File: src/rtl/demux_dist.sv
// demux_dist: registered 1-to-4 valid/ready distributor feeding four per-channel FIFOs.
// Define DEMUX_DIST_CNT_EN to build per-channel 8-bit pop counters exposed on out_count.
module demux_dist #(
    parameter int WIDTH = 4,
    parameter int DEPTH = 2
) (
    input  logic               clk,
    input  logic               rst_n,
    input  logic [WIDTH-1:0]   in_data,
    input  logic [1:0]         in_sel,
    input  logic               in_valid,
    output logic               in_ready,
    output logic [4*WIDTH-1:0] out_data,
    output logic [3:0]         out_valid,
    input  logic [3:0]         out_ready
`ifdef DEMUX_DIST_CNT_EN
    ,
    output logic [31:0]        out_count
`endif
);
    localparam int AW = $clog2(DEPTH);
    localparam int PW = AW + 1;
    localparam logic [PW-1:0] OCC_FULL = PW'(DEPTH);
    localparam logic [PW-1:0] PTR_LAST = PW'(DEPTH - 1);

    logic [3:0] w_full;
    logic [3:0] w_push;
    logic [3:0] w_pop;

    // A full channel stalls the producer even if its consumer pops this cycle.
    assign in_ready = ~w_full[in_sel];

    generate
        for (genvar gi = 0; gi < 4; gi++) begin : g_chan
            logic [WIDTH-1:0] r_mem [DEPTH];
            logic [PW-1:0]    r_wptr;
            logic [PW-1:0]    r_rptr;
            logic [PW-1:0]    r_occ;

            assign w_full[gi]    = (r_occ == OCC_FULL);
            assign out_valid[gi] = (r_occ != '0);
            assign w_push[gi]    = in_valid & ~w_full[gi] & (in_sel == 2'(gi));
            assign w_pop[gi]     = out_valid[gi] & out_ready[gi];
            assign out_data[gi*WIDTH +: WIDTH] = r_mem[r_rptr[AW-1:0]];

            always_ff @(posedge clk or negedge rst_n) begin
                if (!rst_n) begin
                    r_wptr <= '0;
                    r_rptr <= '0;
                    r_occ  <= '0;
                    for (int i = 0; i < DEPTH; i++) begin
                        r_mem[i] <= '0;
                    end
                end else begin
                    if (w_push[gi]) begin
                        r_mem[r_wptr[AW-1:0]] <= in_data;
                        r_wptr <= (r_wptr == PTR_LAST) ? '0 : r_wptr + PW'(1);
                    end
                    if (w_pop[gi]) begin
                        r_rptr <= (r_rptr == PTR_LAST) ? '0 : r_rptr + PW'(1);
                    end
                    case ({w_push[gi], w_pop[gi]})
                        2'b10:   r_occ <= r_occ + PW'(1);
                        2'b01:   r_occ <= r_occ - PW'(1);
                        default: r_occ <= r_occ;
                    endcase
                end
            end

`ifdef DEMUX_DIST_CNT_EN
            logic [7:0] r_cnt;

            always_ff @(posedge clk or negedge rst_n) begin
                if (!rst_n) begin
                    r_cnt <= '0;
                end else if (w_pop[gi]) begin
                    r_cnt <= r_cnt + 8'd1;
                end
            end

            assign out_count[gi*8 +: 8] = r_cnt;
`endif
        end
    endgenerate

endmodule

File: config.mk
export PLATFORM = sky130hd
export DESIGN_NAME = demux_dist
export DESIGN_NICKNAME = d
export VERILOG_FILES = /design/src/rtl/demux_dist.sv
export SDC_FILE = /design/constraint.sdc
export NUM_CORES = 1
export LEC_CHECK = 0
export ABC_AREA = 1
export CAP_MARGIN = 20
export CORE_MARGIN = 4
export CORE_UTILIZATION = 58
export CTS_CLUSTER_DIAMETER = 100
export CTS_CLUSTER_SIZE = 14
export DETAILED_ROUTE_END_ITERATION = 8
export PLACE_DENSITY = 0.84
export SETUP_SLACK_MARGIN = 0.4
export SYNTH_ARGS = -nofsm -noshare
export SYNTH_HDL_FRONTEND = slang
export SYNTH_SLANG_ARGS = --single-unit
File: constraint.sdc
create_clock -name clk -period 4.4 [get_ports clk]
set_clock_uncertainty 0.2 [all_clocks]
set_input_delay 0.88 -clock clk [delete_from_list [all_inputs] [get_ports clk]]
set_output_delay 0.88 -clock clk [all_outputs]
set_load 0.03 [all_outputs]
==> impl_metrics.json, run 1 <==
{
  "run_status": "completed",
  "antenna_found_initial": 0,
  "area_growth_pct": 18.38,
  "vias": 2072,
  "start_util_pct": 61.36,
  "crit_path_end_kind": "output pin",
  "leakagePower_nw": 1.540,
  "cp_top_family": "buffers and inverters",
  "fin_crit_ns": 3.751,
  "grt_overflow": 0,
  "synth_fp_nets": 324,
  "gp_congestion": 0.8034,
  "fmax_mhz": 266.6,
  "post-route-period-util_pct": 85.26,
  "firstDrtPassIters": 5,
  "hp-class": "reg -> reg",
  "slowest_delay_ns": 0.67,
  "synth_cell_type_count": 22,
  "drt_iter0_markers": 200,
  "nets": 354,
  "cp_max_fo": 7,
  "ant_nets": 0,
  "grt_pass1_vias": 1977,
  "synth_seq_cells": 48,
  "cts_resized": 0,
  "setup_tns_ns": 0,
  "io_pins": 34,
  "hold_ws_ns": 0.2781,
  "power_density_nw_per_um2": 755.3,
  "numCtsBuffers": 5,
  "grt_first_pass_wirelength_um": 8783,
  "netlist_area_um2": 2525,
  "hold_viol_final": 0,
  "maxCapViolations": 0,
  "drive_gt1_share_pct": 7.396,
  "grt_max_degree": 49,
  "cts-root-buf": "clkbuf_8",
  "crit_buf_inv": 3,
  "die_area_um2": 5473,
  "path_cells": "clkdlybuf4s50_1 > inv_4 > nand2_1 > nand3_1 > and2_1 > clkdlybuf4s50_1",
  "post_cts_buffers": 0,
  "crit_required_ns": 3.32,
  "cts_tree": "done",
  "ys_warn_count": 0,
  "fill_cells": 321,
  "cp-start-kind": "input port",
  "cp_slowest_cell": "clkdlybuf4s50_1",
  "crit_top_cell": "clkdlybuf4s50_1",
  "drv_slew": 0,
  "die_height_um": 73.98,
  "fin_cells": 388,
  "clock_path_buffers": 2,
  "num_rows": 23,
  "clkTransAtPathRegs_ns": 0.08,
  "htree_num_levels": 2,
  "drc": 0,
  "vias_per_cell": 5.340,
  "io_buffers": 33,
  "grt.total_usage_pct": 20.42,
  "insertion_delay_ns": 0.30,
  "avgRoutedWirePerCell_um": 13.00,
  "rsz0062_at_grt": "no",
  "routed_wl_um": 5044,
  "avgSynthCellArea_um2": 8.225,
  "worst_slew_pin_slew_ns": 0.7059,
  "placedCellCount": 379,
  "antenna_cells": 0,
  "hold_buffers": 0,
  "final_cell_area_um2": 2989,
  "synth_cells": 307,
  "yosysSeqAreaShare_pct": 47.57,
  "die_x_um": 73.98,
  "core_um2": 4115,
  "slew_headroom_pct": 52.89,
  "dpl_cell_area_um2": 2861,
  "setup_viol": 0,
  "dp_hpwl_um": 3707,
  "critPathKind": "in -> out",
  "vdd_ir_drop_max_mv": 0.3940,
  "critPathArrivalTime_ns": 2.67,
  "clkSinkCount": 48
}
worst register-to-register path: cells and delay by family, from the launching register on:
| kind | cells | cell delay [ns] |
|---|---|---|
| flip-flops | 1 | 0.41 |
| XOR/XNOR | 1 | 0.14 |
| AND/OR/NAND/NOR | 2 | 0.17 |
| adder cells (fa/ha/maj) | 1 | 0.34 |
| buffers and inverters | 2 | 0.20 |
| AO/OA/AOI/OAI | 1 | 0.27 |
layer usage:
metal | GRT usage, % | up-vias | part of all wire [%]
li1 | - | 1052 | -
met1 | 28.38 | 955 | 46
met2 | 33.56 | 60 | 47
met3 | 3.243 | 5 | 5.8
met4 | 5.433 | 0 | 0.75
met5 | 0 | - | 0
stage by stage:
| step | utilization, % | setup WS [ns] | total power, mW |
|---|---|---|---|
| global route | 72.64 | 0.5693 | 2.431 |
| floorplan | - | 1.798 | 1.582 |
| finish | 72.64 | 0.6486 | 2.258 |
| detailed placement | 69.53 | 0.6441 | 1.955 |
| global placement | 69.53 | 0.6952 | 1.923 |
| CTS | 72.15 | 0.6400 | 2.272 |
registers in the layout (all words and copies together), names as in the netlist:
name / flops
g_chan.r_mem: 32
g_chan.r_occ: 8
g_chan.r_rptr: 4
g_chan.r_wptr: 4
logic make-up (layout without fill, tap and decap cells):
| kind of cell | after synthesis | in the layout | share of synthesized area (%) |
|---|---|---|---|
| AO/OA/AOI/OAI | 8 | 8 | 3.766 |
| XOR/XNOR | 12 | 12 | 4.163 |
| adder cells (fa/ha/maj) | 4 | 4 | 1.982 |
| buffers and inverters | 41 | 72 | 6.887 |
| flip-flops | 48 | 48 | 47.57 |
| AND/OR/NAND/NOR | 194 | 194 | 35.63 |
final timing paths:
| path | from | to | slack [ns] | cells after the start |
|---|---|---|---|---|
| setup / recovery | in_sel[0] | in_ready | 0.65 | 6 |
| hold / removal | g_chan[3].r_mem[1]$_DFFE_PN0P_ | g_chan[3].r_mem[1]$_DFFE_PN0P_ | 0.28 | 2 |
| setup reg to reg | g_chan[3].r_occ[0]$_DFFE_PN0P_ | g_chan[3].r_occ[1]$_DFFE_PN0P_ | 2.56 | 7 |
| hold reg to reg | g_chan[3].r_mem[1]$_DFFE_PN0P_ | g_chan[3].r_mem[1]$_DFFE_PN0P_ | 0.28 | 2 |
| max in group asynchronous | rst_n | g_chan[3].r_rptr[0]$_DFFE_PN0P_ | 3.17 | 2 |
| min in group asynchronous | rst_n | g_chan[1].r_occ[0]$_DFFE_PN0P_ | 0.31 | 1 |
placed cells by master, fill, tap and decap left out:
| cell type | synthesis | layout |
|---|---|---|
| buf_4 | 2 | 2 |
| o21a_1 | 4 | 4 |
| a21oi_4 | 4 | 4 |
| inv_4 | 1 | 1 |
| nand4_1 | 36 | 36 |
| buf_12 | 0 | 1 |
| nand2_2 | 4 | 4 |
| clkbuf_1 | 4 | 1 |
| nand4_2 | 1 | 1 |
| nor2_1 | 2 | 2 |
| nand3_1 | 6 | 6 |
| inv_2 | 1 | 1 |
| buf_2 | 2 | 1 |
| and2_1 | 1 | 1 |
| clkbuf_8 | 0 | 5 |
| clkinv_2 | 0 | 1 |
| bufinv_16 | 0 | 1 |
| xnor2_1 | 4 | 4 |
| nand2_1 | 141 | 141 |
| ha_1 | 4 | 4 |
| xor2_1 | 8 | 8 |
| nand4_4 | 3 | 3 |
| dfrtp_1 | 48 | 48 |
| clkdlybuf4s50_1 | 0 | 32 |
| inv_1 | 26 | 26 |
layout make-up:
class | count | area [um^2] | area share [%]
sequential | 48 | 1201 | 40.18
multi-input combinational | 218 | 1150 | 38.47
clock buffer | 6 | 72.57 | 2.428
inverter | 28 | 107.6 | 3.600
timing repair buffer | 36 | 360.3 | 12.06
clock inverter | 2 | 35.03 | 1.172
tap | 50 | 62.56 | 2.093
Yosys cell counts:
cell	n	share of area (%)
nand2_1	141	21
dfrtp_1	48	48
nand4_1	36	8.9
inv_1	26	3.9
xor2_1	8	2.8
nand3_1	6	1.2
a21oi_4	4	2.6
buf_1	4	0.59
clkbuf_1	4	0.59
ha_1	4	2.0
nand2_2	4	0.99
o21a_1	4	1.2
xnor2_1	4	1.4
nand4_4	3	2.5
buf_2	2	0.40
buf_4	2	0.59
nor2_1	2	0.30
and2_1	1	0.25
buf_6	1	0.45
inv_2	1	0.15
inv_4	1	0.25
nand4_2	1	0.50
report_power, final:
group          leakage (nW)  switching, mW  internal (mW)
Clock                0.0552          0.144          0.169
Sequential            0.591          0.200          0.651
Combinational         0.894          0.659          0.435
Note: power is estimated with default switching activity, not from simulation.
==> run 2, diff against run 1 <==
Settings changed: CORE_ASPECT_RATIO from default to 1.4, CTS_CLUSTER_DIAMETER 100 to default.
==> impl_metrics.json, run 2 (synthesis results as in run 1) <==
{
  "numCtsBuffers": 5,
  "setup_tns_ns": 0,
  "crit_path_end_kind": "output pin",
  "clkSinkCount": 48,
  "r2r-end": "g_chan[3].r_occ[1]$_DFFE_PN0P_",
  "seqCellArea_um2": 1201,
  "rsz0062_at_grt": "no",
  "vias": 2139,
  "hp-class": "reg -> reg",
  "die_height_um": 86.07,
  "p_switching_mw": 1.019,
  "antenna_cells": 0,
  "setup_viol": 0,
  "num_rows": 28,
  "fill_cells": 343,
  "post_cts_buffers": 0,
  "critPathLaunch": "in_sel[0]",
  "ff2ff_path_depth": 7,
  "grt.total_usage_pct": 21.10,
  "grt_first_pass_wirelength_um": 9073,
  "p_clk_share_pct": 12.5,
  "clkTransAtPathRegs_ns": 0.09,
  "placedCellCount": 374,
  "io_pins": 34,
  "cts-root-buf": "clkbuf_8",
  "cp_slowest_cell": "clkdlybuf4s50_1",
  "post-route-period-util_pct": 85.78,
  "path_cells": "clkdlybuf4s50_1 > inv_4 > nand2_1 > nand3_1 > and2_1 > clkdlybuf4s50_1",
  "top_regs": "g_chan.r_mem (32), g_chan.r_occ (8)",
  "multi_input_area_um2": 1150,
  "dp_hpwl_um": 3733,
  "layout_common_cells": "141 x nand2_1, 48 x dfrtp_1, 36 x nand4_1, 32 x clkdlybuf4s50_1, 26 x inv_1",
  "worst-path-stages": 6,
  "seqPwrFrac_pct": 38.0,
  "cp_top_family": "buffers and inverters",
  "reg2reg_from": "g_chan[3].r_occ[0]$_DFFE_PN0P_",
  "regMostFlops": "g_chan.r_mem",
  "crit_top_cell": "clkdlybuf4s50_1",
  "leakagePower_nw": 1.532,
  "critPathCapture": "in_ready",
  "fmax_mhz": 265.0,
  "drc": 0,
  "maxCapViolations": 0,
  "gp_congestion": 0.8280,
  "hold_viol_final": 0,
  "combPwrFrac_pct": 49.4,
  "htree_num_levels": 2,
  "vdd_ir_drop_max_mv": 0.4170,
  "cts_resized": 0,
  "avgRoutedWirePerCell_um": 13.55,
  "slew_headroom_pct": 53.84,
  "drv_slew": 0,
  "cp_max_fo": 7,
  "nets": 354,
  "final_common_cell": "nand2_1",
  "run_status": "completed",
  "power_density_nw_per_um2": 749.0,
  "antenna_found_initial": 0,
  "ant_nets": 0,
  "grt_overflow": 0,
  "drive_gt1_share_pct": 7.692,
  "clock_path_buffers": 2,
  "fin_util_pct": 70.89,
  "slowest_delay_ns": 0.67,
  "intPower_mw": 1.214,
  "firstDrtPassIters": 4,
  "fin_crit_ns": 3.774,
  "critPathArrivalTime_ns": 2.69,
  "power_switching_share_pct": 45.63,
  "critPathKind": "in -> out",
  "grt_pass1_vias": 2139,
  "cp-start-kind": "input port",
  "largest_reg_flops": 32,
  "cts_tree": "done",
  "start_util_pct": 60.06,
  "grt_max_degree": 49,
  "crit_buf_inv": 3,
  "drt_iter0_markers": 111,
  "area_growth_pct": 18.04,
  "core_um2": 4204,
  "r2r_slack_ns": 2.54,
  "crit_required_ns": 3.32,
  "die_x_um": 63.76,
  "routed_wl_um": 5191,
  "io_buffers": 33,
  "fin_cells": 383,
  "die_area_um2": 5488,
  "worst_slew_pin_slew_ns": 0.6898,
  "hold_buffers": 0,
  "insertion_delay_ns": 0.30,
  "vias_per_cell": 5.585
}
## run 2: cell count changes in the layout (fill, tap and decap cells not counted), sizes merged
cell      before  now
clkinvlp       0    2
bufinv         1    0
clkinv         1    0
## run 2: worst min path at each step
stage / cells after the start / slack [ns] / start / end
final: 2 / 0.28 / g_chan[3].r_mem[3]$_DFFE_PN0P_ / g_chan[3].r_mem[3]$_DFFE_PN0P_
after global routing: 2 / 0.31 / g_chan[3].r_mem[3]$_DFFE_PN0P_ / g_chan[3].r_mem[3]$_DFFE_PN0P_
after CTS: 2 / 0.28 / g_chan[3].r_mem[3]$_DFFE_PN0P_ / g_chan[3].r_mem[3]$_DFFE_PN0P_
after detailed placement: 2 / 0.26 / g_chan[1].r_mem[0]$_DFFE_PN0P_ / g_chan[1].r_mem[0]$_DFFE_PN0P_
after global placement: 2 / 0.26 / g_chan[1].r_mem[3]$_DFFE_PN0P_ / g_chan[1].r_mem[3]$_DFFE_PN0P_
after floorplan: 2 / 0.24 / g_chan[2].r_mem[2]$_DFFE_PN0P_ / g_chan[2].r_mem[2]$_DFFE_PN0P_
## run 2: area by class of cell
cell class / count / share of cell area [%]
clock inverters: 2 / 0.5038
multi-input cells: 218 / 38.58
inverters: 28 / 3.610
clock buffers: 6 / 2.771
well taps: 45 / 1.889
repair buffers: 36 / 12.34
flip-flops and latches: 48 / 40.30
## run 2: power by group through the flow
stage | Combinational (mW) | Sequential [mW] | Clock, mW
floorplan | 0.797 | 0.784 | 0
finish | 1.10 | 0.849 | 0.280
global placement | 1.08 | 0.847 | 0
CTS | 1.11 | 0.846 | 0.286
global route | 1.23 | 0.881 | 0.303
detailed placement | 1.11 | 0.853 | 0
## run 2: tightest hold or removal path, delay by kind of cell, from the launching register on
| kind | cells | cell delay, ns |
|---|---|---|
| DFF | 1 | 0.35 |
| and+or+nand+nor | 2 | 0.11 |
## run 2: metal layers
layer | wire length (um) | GRT usage [%] | vias to the layer above
li1 | - | - | 1053
met1 | 2197 | 25.64 | 1013
met2 | 2614 | 35.84 | 64
met3 | 271 | 4.849 | 9
met4 | 108 | 8.841 | 0
met5 | 0 | 0 | -
## run 2: per-stage QoR
stage          setup slack [ns]  cell area [um^2]  total power [mW]  hold slack [ns]
2_1_floorplan             1.798              2525             1.582           0.2417
3_3_place_gp             0.6914              2855             1.924           0.2579
3_5_place_dp             0.6407              2855             1.959           0.2603
4_1_cts                  0.6380              2953             2.244           0.2824
5_1_grt                  0.5434              2980             2.412           0.3052
6_report                 0.6258              2980             2.232           0.2797
==> run 3, diff against run 2 <==
Settings changed: CAP_MARGIN 20 to 40, REMOVE_ABC_BUFFERS from default to 1.
==> impl_metrics.json, run 3 (synthesis results as in run 1) <==
{
  "firstDrtPassIters": 4,
  "path_cells": "clkdlybuf4s50_1 > inv_4 > nand2_1 > nand3_1 > and2_1 > clkdlybuf4s50_1",
  "die_area_um2": 5488,
  "dp_hpwl_um": 3886,
  "core_um2": 4204,
  "gp_congestion": 0.8226,
  "drive_gt1_share_pct": 7.396,
  "htree_num_levels": 2,
  "leakagePower_nw": 1.540,
  "start_util_pct": 60.06,
  "antenna_found_initial": 0,
  "fill_cells": 341,
  "r2r_slack_ns": 2.55,
  "top_regs": "g_chan.r_mem (32), g_chan.r_occ (8)",
  "critPathArrivalTime_ns": 2.65,
  "fmax_mhz": 268.0,
  "avgRoutedWirePerCell_um": 13.28,
  "antenna_cells": 0,
  "clkSinkCount": 48,
  "hold_viol_final": 0,
  "drt_iter0_markers": 110,
  "maxCapViolations": 0,
  "numCtsBuffers": 5,
  "crit_path_end_kind": "output pin",
  "crit_top_cell": "clkdlybuf4s50_1",
  "fin_crit_ns": 3.732,
  "fin_util_pct": 70.95,
  "clock_path_buffers": 2,
  "final_common_cell": "nand2_1",
  "grt.total_usage_pct": 20.32,
  "nets": 354,
  "post_cts_buffers": 0,
  "insertion_delay_ns": 0.29,
  "io_pins": 34,
  "vdd_ir_drop_max_mv": 0.4748,
  "cts-root-buf": "clkbuf_8",
  "num_rows": 28,
  "critPathKind": "in -> out",
  "io_buffers": 33,
  "largest_reg_flops": 32,
  "power_density_nw_per_um2": 755.9,
  "hold_ws_ns": 0.2409,
  "setup_tns_ns": 0,
  "cp_slowest_cell": "clkdlybuf4s50_1",
  "worst_slew_pin_slew_ns": 0.6988,
  "drv_slew": 0,
  "rsz0062_at_grt": "no",
  "run_status": "completed",
  "die_x_um": 63.76,
  "cts_tree": "done",
  "slowest_delay_ns": 0.67,
  "cp_top_family": "buffers and inverters",
  "die_height_um": 86.07,
  "clkTransAtPathRegs_ns": 0.09,
  "regMostFlops": "g_chan.r_mem",
  "ant_nets": 0,
  "drc": 0,
  "routed_wl_um": 5088,
  "layout_common_cells": "141 x nand2_1, 48 x dfrtp_1, 36 x nand4_1, 32 x clkdlybuf4s50_1, 26 x inv_1",
  "hp-class": "in -> async",
  "cts_resized": 0,
  "hold_buffers": 0,
  "cp_max_fo": 6,
  "vias": 2068,
  "grt_overflow": 0,
  "crit_buf_inv": 3,
  "setup_viol": 0,
  "cp-start-kind": "input port",
  "post-route-period-util_pct": 84.82,
  "crit_required_ns": 3.32,
  "vias_per_cell": 5.399,
  "area_growth_pct": 18.14,
  "grt_pass1_vias": 1994,
  "grt_first_pass_wirelength_um": 8763,
  "slew_headroom_pct": 53.36,
  "grt_max_degree": 40
}
[run 3: metal layers]
metal / GRT usage, % / wire length [um]
met1: 24.50 / 2213
met2: 36.79 / 2618
met3: 3.145 / 210
met4: 6.680 / 45
met5: 0 / 0
[run 3: stage by stage]
stage               cell area, um^2  worst slack [ns]  cells  power, mW
finish                         2983            0.6681    383      2.255
global route                   2983            0.5670    383      2.420
CTS                            2983            0.6741    383      2.272
detailed placement             2875            0.6877    375      1.960
global placement               2855            0.7452    374      1.923
floorplan                      2459             1.663    294      1.562
[run 3: layout make-up]
type / instances / area, um^2 / area share (%)
Inverter: 28 / 107.6 / 3.607
Timing Repair Buffer: 36 / 360.3 / 12.08
Tap cell: 45 / 56.30 / 1.888
Sequential cell: 48 / 1201 / 40.27
Clock buffer: 6 / 72.57 / 2.433
Clock inverter: 2 / 35.03 / 1.174
Multi-Input combinational cell: 218 / 1150 / 38.55
[run 3: power breakdown]
part	leakage (nW)	switching (mW)	internal (mW)	total, mW
registers	0.591	0.200	0.651	0.851
logic	0.894	0.661	0.435	1.10
clock network	0.0552	0.139	0.169	0.308
total	1.54	1.00	1.25	2.25
[run 3: final timing paths]
check / cells after the start / startpoint / endpoint
max: 6 / in_sel[0] / in_ready
min reg2reg: 2 / g_chan[1].r_mem[2]$_DFFE_PN0P_ / g_chan[1].r_mem[2]$_DFFE_PN0P_
min: 1 / rst_n / g_chan[3].r_rptr[0]$_DFFE_PN0P_
min in group clk: 2 / g_chan[1].r_mem[2]$_DFFE_PN0P_ / g_chan[1].r_mem[2]$_DFFE_PN0P_
max reg2reg: 7 / g_chan[3].r_occ[0]$_DFFE_PN0P_ / g_chan[3].r_occ[1]$_DFFE_PN0P_
max in group asynchronous: 2 / rst_n / g_chan[0].r_occ[1]$_DFFE_PN0P_
